<file path="config.mk">
export PLATFORM = sky130hd
export DESIGN_NAME = hc194_seq
export DESIGN_NICKNAME = d
export VERILOG_FILES = /design/src/rtl/hc194_pkg.sv /design/src/rtl/hc194_model.sv /design/src/rtl/hc194_seq.sv
export SDC_FILE = /design/constraint.sdc
export NUM_CORES = 1
export LEC_CHECK = 0
export ABC_AREA = 1
export CORE_MARGIN = 8
export CORE_UTILIZATION = 50
export CTS_CLUSTER_SIZE = 20
export DETAILED_ROUTE_END_ITERATION = 12
export DONT_BUFFER_PORTS = 1
export PLACE_DENSITY = 0.65
export SYNTH_ARGS = -nofsm -noshare
export SYNTH_HDL_FRONTEND = slang
export SYNTH_HIERARCHICAL = 1
export SYNTH_SLANG_ARGS = --single-unit
</file>
<file path="constraint.sdc">
create_clock -name CP -period 3.9 [get_ports CP]
set_clock_uncertainty 0.2 [all_clocks]
set_input_delay 0.39 -clock CP [delete_from_list [all_inputs] [get_ports CP]]
set_output_delay 0.39 -clock CP [all_outputs]
set_load 0.1 [all_outputs]
</file>
<file path="src/rtl/hc194_pkg.sv">
// Shared encodings for the hc194 command sequencer: opcodes, hc194 mode pins and FSM states.
package hc194_pkg;

  localparam logic [2:0] OP_HOLD  = 3'b000;
  localparam logic [2:0] OP_SHR   = 3'b001;
  localparam logic [2:0] OP_SHL   = 3'b010;
  localparam logic [2:0] OP_LOAD  = 3'b011;
  localparam logic [2:0] OP_CLEAR = 3'b100;

  localparam logic [1:0] MODE_HOLD = 2'b00;
  localparam logic [1:0] MODE_SHR  = 2'b01;
  localparam logic [1:0] MODE_SHL  = 2'b10;
  localparam logic [1:0] MODE_LOAD = 2'b11;

  typedef enum logic {
    ST_IDLE = 1'b0,
    ST_EXEC = 1'b1
  } state_t;

  function automatic logic op_reserved(input logic [2:0] op);
    return op > OP_CLEAR;
  endfunction

endpackage

</file>
<file path="src/rtl/hc194_model.sv">
// Cycle-level model of the hc194 4-bit universal shift register, driven by its pin values.
module hc194_model
  import hc194_pkg::*;
(
  input  logic       clk,
  input  logic       srst,
  input  logic       mrn,
  input  logic       s1,
  input  logic       s0,
  input  logic       dsr,
  input  logic       dsl,
  input  logic [3:0] d,
  output logic [3:0] q
);

  logic [3:0] q_reg;

  always_ff @(posedge clk) begin
    if (srst || !mrn) begin
      q_reg <= 4'b0000;
    end else begin
      case ({s1, s0})
        MODE_SHR:  q_reg <= {q_reg[2:0], dsr};
        MODE_SHL:  q_reg <= {dsl, q_reg[3:1]};
        MODE_LOAD: q_reg <= d;
        default:   q_reg <= q_reg;
      endcase
    end
  end

  assign q = q_reg;

endmodule

</file>
<file path="src/rtl/hc194_seq.sv">
// Command sequencer driving an hc194: one command per handshake, registered pins,
// and a cycle-exact shadow of the register contents in q_model.
module hc194_seq
  import hc194_pkg::*;
#(
  parameter int MAX_SHIFT = 8,
  parameter int CNT_W     = 4
) (
  input  logic                 CP,
  input  logic                 MR,
  input  logic                 cmd_valid,
  output logic                 cmd_ready,
  input  logic [2:0]           cmd_op,
  input  logic [3:0]           cmd_data,
  input  logic [MAX_SHIFT-1:0] cmd_sdata,
  input  logic [CNT_W-1:0]     cmd_cnt,
  output logic                 S1,
  output logic                 S0,
  output logic                 D0,
  output logic                 D1,
  output logic                 D2,
  output logic                 D3,
  output logic                 DSR,
  output logic                 DSL,
  output logic                 MRN,
  output logic [3:0]           q_model,
  output logic                 done,
  output logic                 err
);

  localparam logic [CNT_W-1:0] MAX_N = CNT_W'(MAX_SHIFT);

  state_t               state_reg, state_next;
  logic [CNT_W-1:0]     cnt_reg, cnt_next;
  logic [CNT_W-1:0]     n_reg, n_next;
  logic [1:0]           dir_reg, dir_next;
  logic [MAX_SHIFT-1:0] sdata_reg, sdata_next;
  logic                 err_pend_reg, err_pend_next;
  logic [1:0]           s_reg, s_next;
  logic [3:0]           d_reg, d_next;
  logic                 dsr_reg, dsr_next;
  logic                 dsl_reg, dsl_next;
  logic                 mrn_reg, mrn_next;
  logic                 done_reg, done_next;
  logic                 err_reg, err_next;
  logic                 ready_reg, ready_next;

  logic [CNT_W-1:0]     n_sat;
  logic [CNT_W-1:0]     step_idx;
  logic [MAX_SHIFT-1:0] sdata_shifted;

  always_comb begin
    state_next    = state_reg;
    cnt_next      = cnt_reg;
    n_next        = n_reg;
    dir_next      = dir_reg;
    sdata_next    = sdata_reg;
    err_pend_next = err_pend_reg;
    s_next        = s_reg;
    d_next        = d_reg;
    dsr_next      = dsr_reg;
    dsl_next      = dsl_reg;
    mrn_next      = mrn_reg;
    done_next     = 1'b0;
    err_next      = 1'b0;

    n_sat = (cmd_cnt > MAX_N) ? MAX_N : cmd_cnt;
    // cnt_reg marks the step currently on the pins; the following step uses bit n-cnt.
    step_idx      = n_reg - cnt_reg;
    sdata_shifted = sdata_reg >> step_idx;

    case (state_reg)
      ST_IDLE: begin
        s_next   = MODE_HOLD;
        mrn_next = 1'b1;
        if (cmd_valid && ready_reg) begin
          state_next    = ST_EXEC;
          sdata_next    = cmd_sdata;
          err_pend_next = op_reserved(cmd_op);
          cnt_next      = '0;
          n_next        = CNT_W'(1);
          dir_next      = MODE_HOLD;
          case (cmd_op)
            OP_SHR, OP_SHL: begin
              // A zero count degrades to a single hold step.
              if (cmd_cnt != '0) begin
                n_next   = n_sat;
                cnt_next = n_sat - CNT_W'(1);
                if (cmd_op == OP_SHR) begin
                  dir_next = MODE_SHR;
                  s_next   = MODE_SHR;
                  dsr_next = cmd_sdata[0];
                end else begin
                  dir_next = MODE_SHL;
                  s_next   = MODE_SHL;
                  dsl_next = cmd_sdata[0];
                end
              end
            end
            OP_LOAD: begin
              s_next = MODE_LOAD;
              d_next = cmd_data;
            end
            OP_CLEAR: mrn_next = 1'b0;
            default: ;
          endcase
        end
      end
      ST_EXEC: begin
        if (cnt_reg == '0) begin
          state_next = ST_IDLE;
          s_next     = MODE_HOLD;
          mrn_next   = 1'b1;
          done_next  = 1'b1;
          err_next   = err_pend_reg;
        end else begin
          cnt_next = cnt_reg - CNT_W'(1);
          if (dir_reg == MODE_SHR) begin
            dsr_next = sdata_shifted[0];
          end else begin
            dsl_next = sdata_shifted[0];
          end
        end
      end
      default: state_next = ST_IDLE;
    endcase

    ready_next = (state_next == ST_IDLE);
  end

  always_ff @(posedge CP) begin
    if (MR) begin
      state_reg    <= ST_IDLE;
      cnt_reg      <= '0;
      n_reg        <= '0;
      dir_reg      <= MODE_HOLD;
      sdata_reg    <= '0;
      err_pend_reg <= 1'b0;
      s_reg        <= MODE_HOLD;
      d_reg        <= 4'b0000;
      dsr_reg      <= 1'b0;
      dsl_reg      <= 1'b0;
      mrn_reg      <= 1'b0;
      done_reg     <= 1'b0;
      err_reg      <= 1'b0;
      ready_reg    <= 1'b0;
    end else begin
      state_reg    <= state_next;
      cnt_reg      <= cnt_next;
      n_reg        <= n_next;
      dir_reg      <= dir_next;
      sdata_reg    <= sdata_next;
      err_pend_reg <= err_pend_next;
      s_reg        <= s_next;
      d_reg        <= d_next;
      dsr_reg      <= dsr_next;
      dsl_reg      <= dsl_next;
      mrn_reg      <= mrn_next;
      done_reg     <= done_next;
      err_reg      <= err_next;
      ready_reg    <= ready_next;
    end
  end

  // The shadow sees exactly the registered pins the real hc194 sees.
  hc194_model u_model (
    .clk  (CP),
    .srst (MR),
    .mrn  (mrn_reg),
    .s1   (s_reg[1]),
    .s0   (s_reg[0]),
    .dsr  (dsr_reg),
    .dsl  (dsl_reg),
    .d    (d_reg),
    .q    (q_model)
  );

  assign cmd_ready = ready_reg;
  assign S1        = s_reg[1];
  assign S0        = s_reg[0];
  assign D0        = d_reg[0];
  assign D1        = d_reg[1];
  assign D2        = d_reg[2];
  assign D3        = d_reg[3];
  assign DSR       = dsr_reg;
  assign DSL       = dsl_reg;
  assign MRN       = mrn_reg;
  assign done      = done_reg;
  assign err       = err_reg;

endmodule

</file>
==> results of run 1 <==
==> worst max-delay path: stages (launching register included) <==
cell and delay [ps]:
dfxtp_1 1070, inv_2 230, o21bai_1 210, nand3_1 90, nand2_1 60, inv_1 30
==> metrics by stage <==
| step | total power, uW | worst slack (ps) | utilization (%) | area (sq um) | hold slack [ps] |
|---|---|---|---|---|---|
| floorplan | 528.7 | 1863 | - | 1849 | 221.8 |
| global placement | 548.8 | 1949 | 52.36 | 1888 | 238.8 |
| detailed placement | 549.9 | 1925 | 52.36 | 1888 | 236.2 |
| CTS | 820.6 | 1915 | 55.14 | 1988 | 43.67 |
| global route | 850.3 | 1798 | 55.14 | 1988 | 48.96 |
| finish | 812.7 | 1923 | 55.14 | 1988 | 46.53 |
==> Yosys cell counts, types with 3 or more instances <==
cell | count | share of area (%)
inv_1 | 44 | 8.9
nand2_1 | 42 | 8.5
nand3_1 | 37 | 10
dfxtp_1 | 36 | 39
nor2_1 | 30 | 6.1
o21ai_0 | 24 | 6.5
a21oi_1 | 6 | 1.6
ha_1 | 4 | 2.7
inv_2 | 4 | 0.81
nand2_2 | 4 | 1.4
o22ai_1 | 4 | 1.4
o21bai_1 | 3 | 1.2
==> final timing paths <==
| check | cells after the start | end |
|---|---|---|
| worst min-delay path | 2 | d_reg[3] |
| worst max register to register | 5 | u_model/q[2] |
| worst min register to register | 2 | err |
| worst max-delay path | 5 | u_model/q[2] |
==> power by group <==
part | internal, uW | total, uW | switching [uW]
Combinational | 38.5 | 117 | 78.6
Sequential | 384 | 425 | 41.3
Clock | 144 | 270 | 126
==> cells by family (layout without fill, tap and decap cells) <==
family          after synthesis  count (layout)  share of synthesized area, %
buf+inv                      52              59                         11.70
fa+ha+maj                     5               5                         3.789
flops                        36              36                         38.97
xor+xnor                      2               2                        0.9474
compound gates               42              42                         12.79
simple gates                123             123                         31.80
==> placed cells by master, fill, tap and decap left out, drive strengths merged <==
| master | Yosys | routed |
|---|---|---|
| dlygate4sd3 | 0 | 1 |
| clkbuf | 1 | 8 |
| o21bai | 3 | 3 |
| dfxtp | 36 | 36 |
| nor3b | 1 | 1 |
| a21oi | 6 | 6 |
| o22ai | 4 | 4 |
| nand3 | 38 | 38 |
| ha | 4 | 4 |
| a31oi | 1 | 1 |
| nand3b | 1 | 1 |
| buf | 3 | 2 |
| o21a | 1 | 1 |
| xor2 | 2 | 2 |
| nor3 | 2 | 2 |
| nor2 | 32 | 32 |
| fa | 1 | 1 |
| nand4 | 1 | 1 |
| nand2 | 48 | 48 |
| o21ai | 25 | 25 |
| inv | 48 | 48 |
| o32ai | 1 | 1 |
| o31ai | 1 | 1 |
==> layer usage <==
layer / global-route usage, % / up-vias / wire [microns]
li1: - / 849 / -
met1: 18.42 / 716 / 2044
met2: 23.19 / 28 / 1797
met3: 5.128 / 2 / 290
met4: 4.038 / 0 / 17
met5: 0 / - / 0
==> final cells by class <==
type | count | share of cell area [%]
Multi-Input combinational cell | 172 | 45.88
Inverter | 48 | 9.062
Timing Repair Buffer | 3 | 1.259
Sequential cell | 36 | 36.25
Clock buffer | 8 | 4.531
Tap cell | 48 | 3.021
==> repair_timing <==
item / in CTS / in global routing
endpoints found under the hold margin: 4 / 0
endpoints found under the setup margin: 0 / 0
hold buffers: 1 / 0
==> results by stage, run 1 <==
Placed design:
- The count of input and output buffers is 0.
- After legalization and detailed placement, the total HPWL measured 3.171 mm.
- Routability-driven placement finished with a final weighted congestion of 0.8117.
- Including well taps, the total number of placed cells is 306.

Setup path:
- The sort of element at the start of the critical path is a register.
- Data on the critical path is required at its endpoint by 3880 ps.
- The start-to-end type of the worst setup path is register to register.
- In this run the worst path has a maximum fanout of 8.
- The worst setup path is captured at a register.
- In this run the worst setup path begins at s_reg[0].
- The worst register-to-register path begins at s_reg[0].
- The flop-to-flop setup slack is 1920 ps.
- Data arrives at the worst endpoint at 1960 ps.

Synth:
- The share of synthesized registers carrying an async set or reset is 0%.
- The synthesized netlist net count is 287.
- The mapped netlist covers 1849 sq um.
- Synthesis handed over a netlist of 260 instances.
- Counting distinct cell types in the post-synthesis netlist gives 31.
- Yosys mapped a number of flops with a built-in enable equal to 0.
- The number of warning messages in the yosys log is 6.
- The number of storage elements in the synthesis netlist is 36.
- The average instance in the mapped netlist occupies 7.113 sq um.
- The sequential-to-total area share from yosys stat is 38.97%.
- The top flip-flop cell by instance count after synthesis is dfxtp_1.

Drt:
- The routed wire length is 4.149 mm.
- The first TritonRoute pass finished after 4 iterations.
- Once detail routing completed, the nets flagged for antenna violations numbered 0.
- For this run, design rule violations remaining after detail routing come to 0.
- In the final routed layout, each cell accounts on average for 13.17 microns.
- The final route contains 1595 vias.
- The detailed router finished its first iteration with 76 violations.
- The routed via count divided by cell count is 5.063.

STA:
- The post-route clock period utilization is 50.69%.
- The final number of setup-violating endpoints is 0.
- The minimum clock period is 1977 ps.
- For this run, the top clock speed supported by timing is 0.5058 GHz.
- At the pin with the least slew margin, the transition time is 1119 ps.
- Measured against its own limit, the worst slew margin works out to 25.32%.
- The final number of hold-violating endpoints came to 0.
- Setup repair after global routing left no endpoint under its margin.
- In the final timing run, aggregate negative setup slack is 0 ps.
- The count of final max-slew check failures came to 0.

Cells and area:
- The area taken by flip-flops and latches is 720.7 sq um.
- The net count of the finished layout is 293.
- Once layout is complete, the cells apart from fillers number 315.
- The combined area of the multi-input logic cells is 912.1 sq um.
- The flip-flop count of the largest register after layout is 8.
- After filler insertion, the fill cell instance count of the layout stands at 367.
- The area added between synthesis and finish is 7.510%.
- The number of antenna diodes in the final layout is 0.
- The share of post-route cells with drive strength above 1 is 8.614%.

Die:
- The placement row count is 22.
- The chip width is 76.82 microns.
- The I/O pin count is 38.
- The core box area is 3606 sq um.
- The die covers 5901 sq um.
- The die height is 76.82 microns.
- The initial utilization of the core area, before any placement, comes to 51.28%.

CTS:
- The cell sitting at the root of the clock tree is a clkbuf_8.
- Buffers added to address setup during post-CTS repair amount to 0.
- The clock transition at the registers of the reported paths is 70 ps.
- The clock drives 36 sinks.
- The count of H-tree levels built during CTS is 2.
- The largest buffer count on any clock path is 2.
- The quantity of gates resized following cts is 0.
- The number of buffers created by CTS is 5.
- The clock latency on the worst-skew pair is 280 ps.
- The CTS tree is done.

Global route:
- The number of global-route vias before repair is 1519.
- Entering global routing, the biggest net connects 21 pins.
- The number of antenna violations at the first check in global routing is 0.
- The global-route congestion overflow total is 0.
- The first global-routing pass estimated 7.265 mm of wire.
- For this run, the total global-route usage over all layers was measured as 14.72%.

Flow run:
- The number of max-cap violations is 0.

Worst hold path:
- The beginning of the worst hold path is cmd_data[3].
- The worst hold path belongs to the class input pin to register.

Pwr:
- The cell leakage power is 0.0009222 uW.
- The maximum resistive drop on vdd is 242.9 uV.
- For this design the ratio of total power to cell area is 408.8 nW/um^2.

Run status:
- The run finished with clean final reports.
Note: power is estimated with default switching activity, not from simulation.
==> run 2: changes to the inputs <==
--- a/config.mk
+++ b/config.mk
@@ -5,7 +5,7 @@
 export SDC_FILE = /design/constraint.sdc
 export NUM_CORES = 1
 export LEC_CHECK = 0
-export ABC_AREA = 1
+export ABC_AREA = 0
 export CORE_MARGIN = 8
 export CORE_UTILIZATION = 50
 export CTS_CLUSTER_SIZE = 20
==> constraint.sdc (replaced) <==
create_clock -name CP -period 2 [get_ports CP]
set_clock_uncertainty 0.2 [all_clocks]
set_input_delay 0.2 -clock CP [delete_from_list [all_inputs] [get_ports CP]]
set_output_delay 0.2 -clock CP [all_outputs]
set_load 0.1 [all_outputs]
==> results by stage, run 2 <==
Run status:
- Outcome: complete, but fails checks (was finished clean).
- The checks that failed: hold timing, setup timing.

STA:
- The worst slew slack as a fraction of its limit is 65.93% (was 25.32%).
- The final number of setup-violating endpoints was 2 (was 0).
- The post-route clock period utilization is 119.2% (was 50.69%).
- The minimum clock period came to 2385 ps (was 1977 ps).
- The highest clock frequency the design can meet is 0.4193 GHz (was 0.5058 GHz).
- The final critical-path setup slack is -384.9 ps (was 1923 ps).
- The post-route worst hold slack is -275.9 ps (was 46.53 ps).
- The final number of hold-violating endpoints was 21 (was 0).
- The slew at the pin closest to its max-slew limit is 506.8 ps (was 1119 ps).
- The count of final max-slew check failures is 0 (unchanged).
- Setup repair after global routing missed its margin: true (was false).

Synth:
- The top flip-flop cell by instance count after synthesis is dfxtp_1 (unchanged).
- The number of enable-type register cells in the synthesized netlist is 0 (unchanged).
- The number of warning messages in the yosys log is 6 (unchanged).
- The area of the mapped netlist is 1742 sq um (was 1849 sq um).
- The number of distinct standard cells referenced by the synthesized netlist is 44 (was 31).
- The most instantiated library cell after synthesis is dfxtp_1 (was inv_1).
- The gate count after technology mapping is 193 (was 260).
- The cell taking the most area after synthesis was dfxtp_1 (unchanged).
- The share of synthesized registers carrying an async set or reset was 0% (unchanged).
- The average footprint of a synthesized cell came to 9.024 sq um (was 7.113 sq um).
- The number of storage elements in the synthesis netlist is 36 (unchanged).
- The sequential-to-total area share from yosys stat is 41.38% (was 38.97%).
- The synthesized netlist net count is 220 (was 287).
- Commonest cells in the synthesized netlist: dfxtp_1, nand2_1, a21oi_1, nor2_1, mux2i_1 (was inv_1, nand2_1, nand3_1, dfxtp_1, nor2_1).
- Top cells by area in the synthesized netlist: dfxtp_1, mux2i_1, nand2_1 (was dfxtp_1, nand3_1, inv_1).
- The top cell type's share of synthesized area is 41.38% (was 38.97%).

Flow run:
- The number of max-cap violations is 0 (unchanged).

CTS:
- The number of buffers created by CTS is 5 (unchanged).
- The CTS tree is done (unchanged).
- The largest buffer count on any clock path is 2 (unchanged).
- The count of H-tree levels built during CTS is 2 (unchanged).
- The clock transition at the registers of the reported paths is 100 ps (was 70 ps).
- The TritonCTS sink count is 36 (unchanged).
- The clock latency on the worst-skew pair is 330 ps (was 280 ps).
- The cell chosen for the clock root is clkbuf_4 (was clkbuf_8).

Die:
- The placement row count came to 21 (was 22).
- The area of the die is 5628 sq um (was 5901 sq um).
- The core box area was 3337 sq um (was 3606 sq um).
- The initial core utilization is 52.19% (was 51.28%).
- The I/O pin count is 38 (unchanged).
- The die height came to 75.02 microns (was 76.82 microns).
- The chip width is 75.02 microns (was 76.82 microns).

Cells and area:
- The flip-flop count of the largest register after layout was 8 (unchanged).
- The total inserted antenna cells is 0 (unchanged).
- The area added between synthesis and finish is 24.57% (was 7.510%).
- The net total in the final layout was 259 (was 293).
- The share of post-route cells with drive strength above 1 is 23.28% (was 8.614%).
- Leading cell types in the layout, fill and taps excluded: dfxtp_1, nand2_1, buf_4 (was inv_1, nand2_1, nand3_1).
- The commonest non-fill, non-tap cell in the layout is dfxtp_1 (was inv_1).

Setup path:
- The sort of element at the start of the critical path was a register (unchanged).
- The maximum net fanout on the critical path was 2 (was 8).
- The path depth of the worst reg2reg path was 7 (was 5).
- The start-to-end type of the worst setup path is register to register (unchanged).
- The worst endpoint required time was 2010 ps (was 3880 ps).
- The element type at the critical path end was a register (unchanged).
- The arrival time at the worst endpoint is 2400 ps (was 1960 ps).

Pwr:
- The fraction of power spent switching nets is 28.00% (was 30.30%).
- The maximum resistive drop on vdd is 310.4 uV (was 242.9 uV).
- The cell-internal power is 972.8 uW (was 566.5 uW).
- The cell leakage power is 0.0008413 uW (was 0.0009222 uW).
- The switching power total is 378.4 uW (was 246.2 uW).
- The clock network fraction of design power is 26.0% (was 33.3%).
- The sequential share of power was 55.9% (was 52.3%).
- The areal power density over the cells was 622.8 nW/um^2 (was 408.8 nW/um^2).
- The combinational share of power is 18.1% (was 14.4%).

Placed design:
- The detailed placer's ending HPWL is 3.013 mm (was 3.171 mm).
- The weighted congestion at the end of routability-driven global placement came to 0.7575 (was 0.8117).
- The placement-stage worst setup slack was -417.6 ps (was 1925 ps).
- The count of input and output buffers was 0 (unchanged).

Global route:
- The number of antenna violations at the first check in global routing is 0 (unchanged).
- The global-route congestion overflow total is 0 (unchanged).
- The number of global-route vias before repair is 1502 (was 1519).
- The global-route wire length before repair is 6.775 mm (was 7.265 mm).
- The maximum number of pins on one net before global-route repair was 34 (was 21).
- The overall track demand over capacity in global routing is 15.55% (was 14.72%).

Worst hold path:
- The number of cells on the worst hold path came to 1 (was 2).
- The class of the worst hold path was input pin to register (unchanged).

Drt:
- The detailed-route wire length per cell came to 15.17 microns (was 13.17 microns).
- The number of detailed-route iterations in the first pass is 4 (unchanged).
- The initial DRC count was 109 (was 76).
- The routed wire length was 4.217 mm (was 4.149 mm).
- The number of nets still failing antenna checks after routing was 0 (unchanged).
- The routed via count divided by cell count is 5.558 (was 5.063).
- The overall via count from detail_route is 1545 (was 1595).
- The post-detailed-route DRC marker count is 0 (unchanged).
## run 2: metrics by stage
stage	power [uW]	std cells	TNS (ps)	area, sq um	util (%)
after detailed placement	987.0	255	-825.5	1948	58.38
after CTS	1347	275	-758.4	2125	63.67
after global routing	1425	278	-941.8	2170	65.02
final	1351	278	-753.6	2170	65.02
after global placement	981.5	255	-704.6	1948	58.38
after floorplan	949.5	193	-663.1	1762	-
## run 2: cell type report
class | count | area [sq um]
Tap cell | 46 | 57.56
Clock buffer | 6 | 41.29
Multi-Input combinational cell | 142 | 974.7
Timing Repair Buffer | 40 | 340.3
Clock inverter | 1 | 5.005
Sequential cell | 36 | 724.4
Inverter | 7 | 26.28
Fill cell | 292 | 1167
## run 2: logic make-up (layout without fill, tap and decap cells)
| kind of cell | count (synthesis) | after routing | share of synthesized area (%) |
|---|---|---|---|
| compound gates | 39 | 39 | 13.86 |
| xor+xnor | 5 | 5 | 2.515 |
| fa+ha+maj | 5 | 5 | 4.023 |
| buf+inv | 15 | 54 | 4.454 |
| flops | 36 | 36 | 41.38 |
| mux | 16 | 16 | 10.70 |
| simple gates | 77 | 77 | 23.06 |
## run 2: power by group through the flow
stage | sequential [uW] | combinational (uW) | clock [uW]
finish | 756 | 244 | 351
global route | 759 | 263 | 403
CTS | 755 | 231 | 361
detailed placement | 772 | 215 | 0
global placement | 771 | 211 | 0
floorplan | 817 | 133 | 0
## run 2: path summary, 6_finish.rpt
kind,from,end,slack (ps)
setup reg to reg,cnt_reg[0],DSR,-380
hold reg to reg,err_pend_reg,err,270
hold / removal,MR,cmd_ready,-280
setup / recovery,cnt_reg[0],DSR,-380
## run 2: repair_timing
| item | CTS | global route |
|---|---|---|
| gates resized for setup | 0 | 7 |
| hold buffers | 13 | 1 |
| gates cloned | 0 | 0 |
| endpoints found under the setup margin | 2 | 16 |
| endpoints found under the hold margin | 36 | 22 |
| buffers inserted | 0 | 3 |
| pin swaps | 3 | 3 |
## run 2: critical path, stage by stage (launching register included)
cell,delay (ps)
dfxtp_2,370
ha_4,140
inv_2,30
fa_1,520
mux4_2,500
mux2_4,270
o211ai_1,100
a311oi_1,120
## run 2: routing by layer
layer / wire length (microns) / track usage [%] / up-vias
li1: - / - / 758
met1: 1688 / 18.12 / 733
met2: 2127 / 26.10 / 48
met3: 350 / 5.326 / 6
met4: 49 / 4.565 / 0
met5: 0 / 0 / -
==> run 3: changes to the inputs <==
--- a/config.mk
+++ b/config.mk
@@ -6,12 +6,14 @@
 export NUM_CORES = 1
 export LEC_CHECK = 0
 export ABC_AREA = 0
-export CORE_MARGIN = 8
-export CORE_UTILIZATION = 50
+export CELL_PAD_IN_SITES_DETAIL_PLACEMENT = 1
+export CELL_PAD_IN_SITES_GLOBAL_PLACEMENT = 2
+export CORE_MARGIN = 2
+export CORE_UTILIZATION = 37
 export CTS_CLUSTER_SIZE = 20
 export DETAILED_ROUTE_END_ITERATION = 12
 export DONT_BUFFER_PORTS = 1
-export PLACE_DENSITY = 0.65
+export PLACE_DENSITY = 0.77
 export SYNTH_ARGS = -nofsm -noshare
 export SYNTH_HDL_FRONTEND = slang
 export SYNTH_HIERARCHICAL = 1
==> results by stage, run 3 (synthesis results as in run 2) <==
Die:
- The placement row count is 24 (was 21).
- The die height came to 72.61 microns (was 75.02 microns).
- The area of the die was 5272 sq um (was 5628 sq um).
- The core box area is 4444 sq um (was 3337 sq um).
- The initial core utilization is 39.19% (was 52.19%).
- The chip width is 72.61 microns (was 75.02 microns).
- The I/O pin count is 38 (unchanged).

Setup path:
- The maximum net fanout on the critical path came to 2 (unchanged).
- The worst endpoint required time came to 1960 ps (was 2010 ps).
- The flop-to-flop setup slack came to -420 ps (was -380 ps).
- The path depth of the worst reg2reg path is 8 (was 7).
- Sequence of cells on the critical path: inv_2 -> ha_4 -> inv_2 -> fa_2 -> mux4_2 -> mux2_4 -> o211ai_1 -> a311oi_1 (was ha_4 -> inv_2 -> fa_1 -> mux4_2 -> mux2_4 -> o211ai_1 -> a311oi_1).
- The startpoint of the lowest-slack register-to-register path was n_reg[0] (was cnt_reg[0]).
- The cell family contributing the most delay on the critical path is multiplexers (unchanged).
- The master of the slowest instance on the critical path is fa_2 (was fa_1).
- The start-to-end type of the worst setup path was register to register (unchanged).
- The arrival time at the worst endpoint is 2380 ps (was 2400 ps).
- The peak per-stage delay on the critical path is 540 ps (was 520 ps).
- The element type at the critical path end is a register (unchanged).
- The dominant cell type by count on the critical path is inv_2.
- The worst reg2reg path endpoint is DSL (was DSR).
- The count of buffer and inverter cells on the critical path is 2 (was 1).
- The cell count along the critical path is 8 (was 7).
- The sort of element at the start of the critical path was a register (unchanged).

Worst hold path:
- The beginning of the worst hold path is cmd_cnt[3] (was MR).
- The end point of the most critical hold path is n_reg[3] (was cmd_ready).
- The class of the worst hold path is input pin to register (unchanged).
- The number of cells on the worst hold path is 3 (was 1).

Placed design:
- The detailed placer's ending HPWL is 3.385 mm (was 3.013 mm).
- The count of input and output buffers is 0 (unchanged).
- The weighted congestion at the end of routability-driven global placement came to 0.7801 (was 0.7575).

STA:
- The final critical-path setup slack came to -420.2 ps (was -384.9 ps).
- The final number of hold-violating endpoints came to 0 (was 21).
- Setup repair after global routing missed its margin: true (unchanged).
- The count of final max-slew check failures was 0 (unchanged).
- The post-route clock period utilization came to 121.0% (was 119.2%).
- The worst slew slack as a fraction of its limit was 63.25% (was 65.93%).
- The final number of setup-violating endpoints is 2 (unchanged).
- The highest clock frequency the design can meet is 0.4132 GHz (was 0.4193 GHz).
- The slew at the pin closest to its max-slew limit is 550.4 ps (was 506.8 ps).
- The summed negative setup slack over all endpoints is -829.8 ps (was -753.6 ps).
- The minimum clock period came to 2420 ps (was 2385 ps).
- The post-route worst hold slack is 17.43 ps (was -275.9 ps).

CTS:
- The clock latency on the worst-skew pair was 290 ps (was 330 ps).
- The clock transition at the registers of the reported paths came to 70 ps (was 100 ps).
- The number of buffers created by CTS came to 5 (unchanged).
- The cell chosen for the clock root is clkbuf_8 (was clkbuf_4).
- The CTS tree is done (unchanged).
- The count of H-tree levels built during CTS is 2 (unchanged).
- The largest buffer count on any clock path was 2 (unchanged).
- The TritonCTS sink count is 36 (unchanged).

Drt:
- The initial DRC count was 39 (was 109).
- The number of detailed-route iterations in the first pass is 4 (unchanged).
- The routed via count divided by cell count is 5.299 (was 5.558).
- The post-detailed-route DRC marker count is 0 (unchanged).
- The overall via count from detail_route is 1558 (was 1545).
- The detailed-route wire length per cell came to 16.32 microns (was 15.17 microns).
- The number of nets still failing antenna checks after routing is 0 (unchanged).
- The routed wire length is 4.799 mm (was 4.217 mm).

Cells and area:
- The share of post-route cells with drive strength above 1 is 24.79% (was 23.28%).
- The fill cell instance count of the final layout came to 528 (was 292).
- The total inserted antenna cells came to 0 (unchanged).
- Leading cell types in the layout, fill and taps excluded: dfxtp_1, nand2_1, buf_4 (unchanged).
- The net total in the final layout is 268 (was 259).
- The area added between synthesis and finish is 33.98% (was 24.57%).
- The flip-flop count of the largest register after layout is 8 (unchanged).
- The commonest non-fill, non-tap cell in the layout is dfxtp_1 (unchanged).

Global route:
- The number of global-route vias before repair came to 1590 (was 1502).
- The overall track demand over capacity in global routing is 19.67% (was 15.55%).
- The global-route congestion overflow total is 0 (unchanged).
- The maximum number of pins on one net before global-route repair came to 33 (was 34).
- The global-route wire length before repair is 7.831 mm (was 6.775 mm).
- The number of antenna violations at the first check in global routing is 0 (unchanged).

Run status:
- Violations in the final reports: setup timing (was hold timing, setup timing).
- Outcome: complete, but fails checks (unchanged).

Pwr:
- The areal power density over the cells is 679.1 nW/um^2 (was 622.8 nW/um^2).
- The cell leakage power is 0.0008810 uW (was 0.0008413 uW).
- The maximum resistive drop on vdd is 243.5 uV (was 310.4 uV).
- The total power consumption of the routed design is 1585 uW (was 1351 uW).

Flow run:
- The number of max-cap violations is 0 (unchanged).
## run 3: cell types whose count changed in the layout (fill, tap and decap cells not counted), sizes merged
cell,change
clkinv,+1
buf,+2
dlygate4sd3,+7
## run 3: area by class of cell
cell class,instances,area (sq um),area share (%)
clock buffers,6,82.58,3.539
clock inverters,2,10.01,0.4290
inverters,7,26.28,1.126
multi-input cells,142,978.4,41.93
flip-flops and latches,36,724.4,31.05
well taps,52,65.06,2.788
repair buffers,49,446.7,19.14
## run 3: worst max path at each step
| stage | start | end | slack, ps |
|---|---|---|---|
| 3_3_place_gp | n_reg[0] | DSR | -380 |
| 3_5_place_dp | n_reg[0] | DSR | -460 |
| 2_1_floorplan | n_reg[0] | DSL | -330 |
| 5_1_grt | n_reg[0] | DSL | -530 |
| 6_report | n_reg[0] | DSL | -420 |
| 4_1_cts | n_reg[0] | DSR | -430 |
## run 3: per-layer routing
| layer | wire length, microns | track usage (%) | share of wire (%) | vias to the layer above |
|---|---|---|---|---|
| li1 | - | - | - | 772 |
| met4 | 49 | 5.556 | 1.0 | 0 |
| met1 | 2192 | 23.82 | 46 | 751 |
| met5 | 0 | 0 | 0 | - |
| met2 | 2378 | 34.14 | 50 | 30 |
| met3 | 178 | 5.387 | 3.7 | 5 |
## run 3: per-stage QoR
stage / setup slack, ps / instances / util [%] / instance area, sq um
after global routing: -526.9 / 294 / 52.51 / 2333
after detailed placement: -455.7 / 263 / 44.62 / 1983
after global placement: -375.7 / 263 / 44.62 / 1983
final: -420.2 / 294 / 52.51 / 2333
after CTS: -431.2 / 292 / 51.86 / 2305
after floorplan: -332.5 / 193 / - / 1762
## run 3: what timing repair did
| item | in CTS | in global routing |
|---|---|---|
| endpoints found under the setup margin | 3 | 7 |
| setup buffers | 0 | 2 |
| pin swaps | 3 | 3 |
| hold buffers | 21 | 0 |
| hold endpoints to repair | 36 | 0 |
| resized for setup | 2 | 6 |
## run 3: tightest hold or removal path, delay by kind of cell
family	cells	cell delay, ps
and+or+nand+nor	2	220
AOI/OAI and AO/OA	1	40
## run 3: report_power, final
part	leakage, uW	total (uW)	switching (uW)	internal (uW)
Clock	0.0000510	544	269	275
Combinational	0.000537	283	160	124
Sequential	0.000293	757	17.6	740
Total	0.000881	1580	446	1140
